--- config.mk ---
export PLATFORM = sky130hd
export DESIGN_NAME = custom_axi_ip_arbiter
export DESIGN_NICKNAME = d
export VERILOG_FILES = /design/src/rtl/custom_axi_ip_pkg.sv /design/src/rtl/custom_axi_ip_rr_pick.sv /design/src/rtl/custom_axi_ip_arbiter.sv
export SDC_FILE = /design/constraint.sdc
export NUM_CORES = 1
export LEC_CHECK = 0
export ABC_CLOCK_PERIOD_IN_PS = 4150
export CORE_ASPECT_RATIO = 0.8
export CORE_MARGIN = 4
export CORE_UTILIZATION = 31
export DETAILED_ROUTE_END_ITERATION = 6
export PLACE_DENSITY_LB_ADDON = 0.15
export SLEW_MARGIN = 20
export SYNTH_ARGS = -nofsm -noshare
export SYNTH_HDL_FRONTEND = slang
export SYNTH_SLANG_ARGS = --single-unit
--- constraint.sdc ---
create_clock -name clk_i -period 4.15 [get_ports clk_i]
set_clock_uncertainty 0.15 [all_clocks]
set_input_delay 0.415 -clock clk_i [delete_from_list [all_inputs] [get_ports clk_i]]
set_output_delay 0.415 -clock clk_i [all_outputs]
set_load 0.005 [all_outputs]
--- src/rtl/custom_axi_ip_pkg.sv ---
// Shared types and constants for the custom_axi_ip request arbiter.
package custom_axi_ip_pkg;

    typedef enum logic [1:0] {
        ARB_IDLE,
        ARB_ISSUE,
        ARB_WAIT,
        ARB_RESP
    } arb_state_e;

    localparam logic [7:0] ERR_CNT_MAX = 8'hFF;

endpackage

--- src/rtl/custom_axi_ip_rr_pick.sv ---
// Combinational round-robin selector: first set request at or above ptr_i, with wrap.
module custom_axi_ip_rr_pick #(
    parameter int unsigned NUM_REQ = 4
) (
    input  logic [NUM_REQ-1:0]         req_i,
    input  logic [$clog2(NUM_REQ)-1:0] ptr_i,
    output logic                       any_o,
    output logic [$clog2(NUM_REQ)-1:0] winner_o
);

    localparam int unsigned IW = $clog2(NUM_REQ);

    int unsigned idx;

    always_comb begin
        any_o    = 1'b0;
        winner_o = '0;
        idx      = 0;
        for (int unsigned off = 0; off < NUM_REQ; off++) begin
            idx = (32'(ptr_i) + off) % NUM_REQ;
            if (!any_o && req_i[IW'(idx)]) begin
                any_o    = 1'b1;
                winner_o = IW'(idx);
            end
        end
    end

endmodule

--- src/rtl/custom_axi_ip_arbiter.sv ---
// Round-robin arbiter sharing one custom_axi_ip datapath between NUM_REQ requesters,
// with completion timeout and a per-requester valid/ready response channel.
module custom_axi_ip_arbiter
    import custom_axi_ip_pkg::*;
#(
    parameter int unsigned NUM_REQ    = 4,
    parameter int unsigned DATA_WIDTH = 16,
    parameter int unsigned TIMEOUT    = 64
) (
    input  logic                          clk_i,
    input  logic                          rst_ni,
    input  logic [NUM_REQ-1:0]            req_valid_i,
    output logic [NUM_REQ-1:0]            req_ready_o,
    input  logic [NUM_REQ*DATA_WIDTH-1:0] req_data_i,
    output logic [NUM_REQ-1:0]            rsp_valid_o,
    input  logic [NUM_REQ-1:0]            rsp_ready_i,
    output logic [DATA_WIDTH-1:0]         rsp_data_o,
    output logic                          rsp_err_o,
    output logic [DATA_WIDTH-1:0]         ip_din_o,
    output logic                          ip_enable_o,
    input  logic [DATA_WIDTH-1:0]         ip_dout_i,
    input  logic                          ip_done_i,
    output logic                          busy_o,
    output logic [$clog2(NUM_REQ)-1:0]    grant_id_o,
    output logic [7:0]                    err_cnt_o
);

    localparam int unsigned IW = $clog2(NUM_REQ);
    localparam int unsigned CW = $clog2(TIMEOUT);
    localparam logic [CW-1:0] WAIT_LAST = CW'(TIMEOUT - 1);
    localparam logic [IW-1:0] LAST_REQ  = IW'(NUM_REQ - 1);

    arb_state_e            state_q, state_d;
    logic [IW-1:0]         rr_ptr_q, rr_ptr_d;
    logic [IW-1:0]         grant_q, grant_d;
    logic [DATA_WIDTH-1:0] din_q, din_d;
    logic [DATA_WIDTH-1:0] rsp_data_q, rsp_data_d;
    logic                  rsp_err_q, rsp_err_d;
    logic [CW-1:0]         wait_q, wait_d;
    logic [7:0]            err_cnt_q, err_cnt_d;

    logic                  any_valid;
    logic [IW-1:0]         winner;
    logic [DATA_WIDTH-1:0] req_data_arr [NUM_REQ];

    for (genvar g = 0; g < NUM_REQ; g++) begin : g_unpack
        assign req_data_arr[g] = req_data_i[g*DATA_WIDTH +: DATA_WIDTH];
    end

    custom_axi_ip_rr_pick #(
        .NUM_REQ(NUM_REQ)
    ) u_pick (
        .req_i   (req_valid_i),
        .ptr_i   (rr_ptr_q),
        .any_o   (any_valid),
        .winner_o(winner)
    );

    always_ff @(posedge clk_i) begin
        if (!rst_ni) begin
            state_q    <= ARB_IDLE;
            rr_ptr_q   <= '0;
            grant_q    <= '0;
            din_q      <= '0;
            rsp_data_q <= '0;
            rsp_err_q  <= 1'b0;
            wait_q     <= '0;
            err_cnt_q  <= '0;
        end else begin
            state_q    <= state_d;
            rr_ptr_q   <= rr_ptr_d;
            grant_q    <= grant_d;
            din_q      <= din_d;
            rsp_data_q <= rsp_data_d;
            rsp_err_q  <= rsp_err_d;
            wait_q     <= wait_d;
            err_cnt_q  <= err_cnt_d;
        end
    end

    always_comb begin
        state_d     = state_q;
        rr_ptr_d    = rr_ptr_q;
        grant_d     = grant_q;
        din_d       = din_q;
        rsp_data_d  = rsp_data_q;
        rsp_err_d   = rsp_err_q;
        wait_d      = wait_q;
        err_cnt_d   = err_cnt_q;
        req_ready_o = '0;
        rsp_valid_o = '0;
        ip_enable_o = 1'b0;

        unique case (state_q)
            ARB_IDLE: begin
                // Ready is only offered to the winner, so any_valid implies a handshake.
                if (any_valid) begin
                    req_ready_o[winner] = 1'b1;
                    din_d               = req_data_arr[winner];
                    grant_d             = winner;
                    state_d             = ARB_ISSUE;
                end
            end
            ARB_ISSUE: begin
                ip_enable_o = 1'b1;
                wait_d      = '0;
                state_d     = ARB_WAIT;
            end
            ARB_WAIT: begin
                if (ip_done_i) begin
                    rsp_data_d = ip_dout_i;
                    rsp_err_d  = 1'b0;
                    state_d    = ARB_RESP;
                end else if (wait_q == WAIT_LAST) begin
                    rsp_data_d = '0;
                    rsp_err_d  = 1'b1;
                    if (err_cnt_q != ERR_CNT_MAX) begin
                        err_cnt_d = err_cnt_q + 8'd1;
                    end
                    state_d = ARB_RESP;
                end else begin
                    wait_d = wait_q + 1'b1;
                end
            end
            ARB_RESP: begin
                rsp_valid_o[grant_q] = 1'b1;
                if (rsp_ready_i[grant_q]) begin
                    rr_ptr_d = (grant_q == LAST_REQ) ? '0 : grant_q + 1'b1;
                    state_d  = ARB_IDLE;
                end
            end
            default: state_d = ARB_IDLE;
        endcase
    end

    assign ip_din_o   = din_q;
    assign rsp_data_o = rsp_data_q;
    assign rsp_err_o  = rsp_err_q;
    assign busy_o     = (state_q != ARB_IDLE);
    assign grant_id_o = grant_q;
    assign err_cnt_o  = err_cnt_q;

endmodule
==> run_results.csv <==
group,metric,value,unit
yosys,synth_most_common_cell,"dfxtp_1",
yosys,yosysWarningCount,0,
flow_run,drv_cap,0,
clock_network,cts_hold_buf,0,
placed_design,dpl.hpwl,7.06,mm
die,std_cell_rows,32,
worst_setup_path,critPathLaunchType,"input pin",
route,firstDrtPassIters,4,
sta,maxSlewViolCount,0,
worst_setup_path,endpoint_kind,"output pin",
run_status,status,"finished clean",
cells_and_area,seqCellArea,1060,um2
die,initial_core_util,0.322,
yosys,ys_types,44,
pwr,clkPwrFrac,0.285,
route,drcViolationCount,0,
die,die_w,121,um
cells_and_area,nets,602,
yosys,netlist.area_leader.share,0.336,
yosys,syn-cell-area,3160,um2
worst_setup_path,required,3.59,ns
sta,finalHoldViolations,0,
sta,layout_setup_ws,1.09,ns
worst_setup_path,worstSetupPathType,"input pin to output pin",
pwr,p_switching,567,uW
die,design.die.area,11900,um2
route,wl,9.59,mm
global_routing,grt_pass1_vias,3272,
sta,whs,0.337,ns
yosys,ys_ff_latch,53,
global_routing,grt.total_usage,0.157,
clock_network,cts.clk_slew.worst_paths,0.07,ns
worst_setup_path,crit_path_max_fanout,7,
pwr,combPwrFrac,0.382,
sta,slew_headroom,0.320,
global_routing,grt-ovfl-total,0,
sta,fmax,326,MHz
route,avgRoutedWirePerCell,15.0,um
route,first_iter_violations,118,
clock_network,cts-root-buf,"clkbuf_16",
cells_and_area,drive_above_1_share,0.0518,
yosys,syn_avg_cell_area,8.49,um2
route,drtAntennaViolNets,0,
yosys,syn-num-nets,473,
die,die_h,98.3,um
cells_and_area,syn_to_final_growth,54.9,%
cells_and_area,final_core_util,0.499,
yosys,synth_ff_type,"dfxtp_1",
route,num_vias,3191,
pwr,power_density,379,nW/um2
yosys,yosys-top-cells-count,"dfxtp_1 (53), nor2_1 (36), o21a_1 (32), nor3b_1 (30)",
clock_network,cts_max_path_buffers,2,
sta,rsz0062_at_grt,"no",
clock_network,cts_sinks,53,
min_path,hp-class,"flip-flop to flip-flop",
pwr,sequentialPowerShare,0.334,
yosys,netlist_instances,372,
cells_and_area,nFillCells,934,
placed_design,place_ws,1.11,ns
die,boundaryPins,144,
pwr,power.static_leakage,0.00179,uW
global_routing,grt_first_pass_wirelength,15.6,mm
clock_network,cts_resized,0,
cells_and_area,multi_input_area,1970,um2
worst_setup_path,arrival,2.50,ns
clock_network,htreeDepth,2,
clock_network,cts_tree,"built",
clock_network,cts_made_buffers,5,
sta,min_period_over_period,0.739,
sta,setup-tns-final,0,ns
pwr,p_total,1850,uW
yosys,synth_area_leader_cell,"dfxtp_1",
sta,finalSetupViolations,0,
placed_design,place_congestion,0.794,
yosys,ys_seq_area_frac,0.336,
global_routing,grt_max_degree,61,
yosys,synthArstFlopShare,0,
global_routing,antenna_found_initial,0,
clock_network,cts_setup_buffers,0,
clock_network,clock_latency,0.28,ns
yosys,ys_top_cells_by_area,"dfxtp_1 (34%), o21a_1 (7.6%), nor3b_1 (7.1%)",
placed_design,port_buffers,143,
pwr,switching_share,0.306,
route,viasPerCell,5.00,
cells_and_area,n_antenna_cell,0,
pwr,intPower,1290,uW
yosys,synth_edf_count,0,
sta,tightest_slew,1.02,ns
die,fp.coreArea,9810,um2
sta,min_period,3.06,ns
pwr,max-vdd-ir-drop,0.000256,V
[critical path: stages]
cell and delay [ns]:
clkdlybuf4s50_1 0.48, nor2_2 0.33, nor4b_4 0.09, nor2_1 0.42, and3_1 0.25, clkdlybuf4s50_1 0.51
[through the flow]
stage	cells	area, um2
2_1_floorplan	372	3160
3_5_place_dp	630	4700
6_report	638	4890
4_1_cts	638	4890
3_3_place_gp	630	4690
5_1_grt	638	4890
[power by group through the flow]
stage | Combinational, uW | Sequential (uW) | Clock, uW
5_1_grt | 784 | 629 | 563
6_report | 707 | 619 | 528
4_1_cts | 715 | 618 | 548
3_3_place_gp | 699 | 628 | 0
3_5_place_dp | 711 | 629 | 0
2_1_floorplan | 375 | 627 | 0
[area by class of cell]
class	instances	share of cell area
Multi-Input combinational cell	286	0.403
Clock inverter	3	0.0133
Tap cell	136	0.0348
Timing Repair Buffer	149	0.302
Clock buffer	5	0.0256
Sequential cell	53	0.217
Inverter	6	0.00460
[registers in the layout, indices dropped and copies added, names as in the netlist]
register,count
ip_din_o,16
rsp_err_o,1
state_q,2
rr_ptr_q,2
rsp_data_o,16
grant_id_o,2
wait_q,6
err_cnt_o,8
[metal layers]
layer	vias up	share of wire	GRT usage
met5	-	0	0
met4	0	0.0035	0.0322
met3	2	0.064	0.0475
met2	77	0.47	0.262
met1	1503	0.46	0.200
li1	1609	-	-
[cells in the final DEF (no fill, tap or decap), types with 2 or more instances in the layout]
cell type,netlist,final
clkdlybuf4s50_1,0,143
dfxtp_1,53,53
nor2_1,36,36
o21a_1,32,32
nor3b_1,30,30
a21oi_1,21,21
and3_1,21,21
and2_1,21,21
a22oi_1,16,16
o32ai_1,15,15
o21ai_1,13,12
ha_1,10,10
nand2_1,9,9
nand3_1,8,8
xor2_1,7,7
inv_1,6,6
buf_4,0,6
mux2i_1,5,5
o21ai_0,5,5
nand4_1,5,5
clkbuf_16,0,5
nor2b_1,4,4
nor3_1,4,4
nand2b_1,3,3
xnor2_1,2,2
bufinv_16,0,2
[worst paths after layout]
check / start / end / slack, ns / depth (start not counted)
setup / recovery: req_valid_i[1] / req_ready_o[0] / 1.09 / 6
hold / removal: rr_ptr_q[0] / rr_ptr_q[0] / 0.34 / 2
setup reg to reg: state_q[0] / ip_din_o[5] / 1.86 / 8
hold reg to reg: rr_ptr_q[0] / rr_ptr_q[0] / 0.34 / 2
[cells by family (layout without fill, tap and decap cells)]
group | count (synthesis) | after routing | synth area share
multiplexers | 8 | 8 | 0.0301
AND/OR/NAND/NOR | 150 | 150 | 0.283
adder cells (fa/ha/maj) | 10 | 10 | 0.0396
flip-flops | 53 | 53 | 0.336
AO/OA/AOI/OAI | 109 | 109 | 0.244
buffers and inverters | 33 | 163 | 0.0432
XOR/XNOR | 9 | 9 | 0.0250
Note: power is estimated with default switching activity, not from simulation.
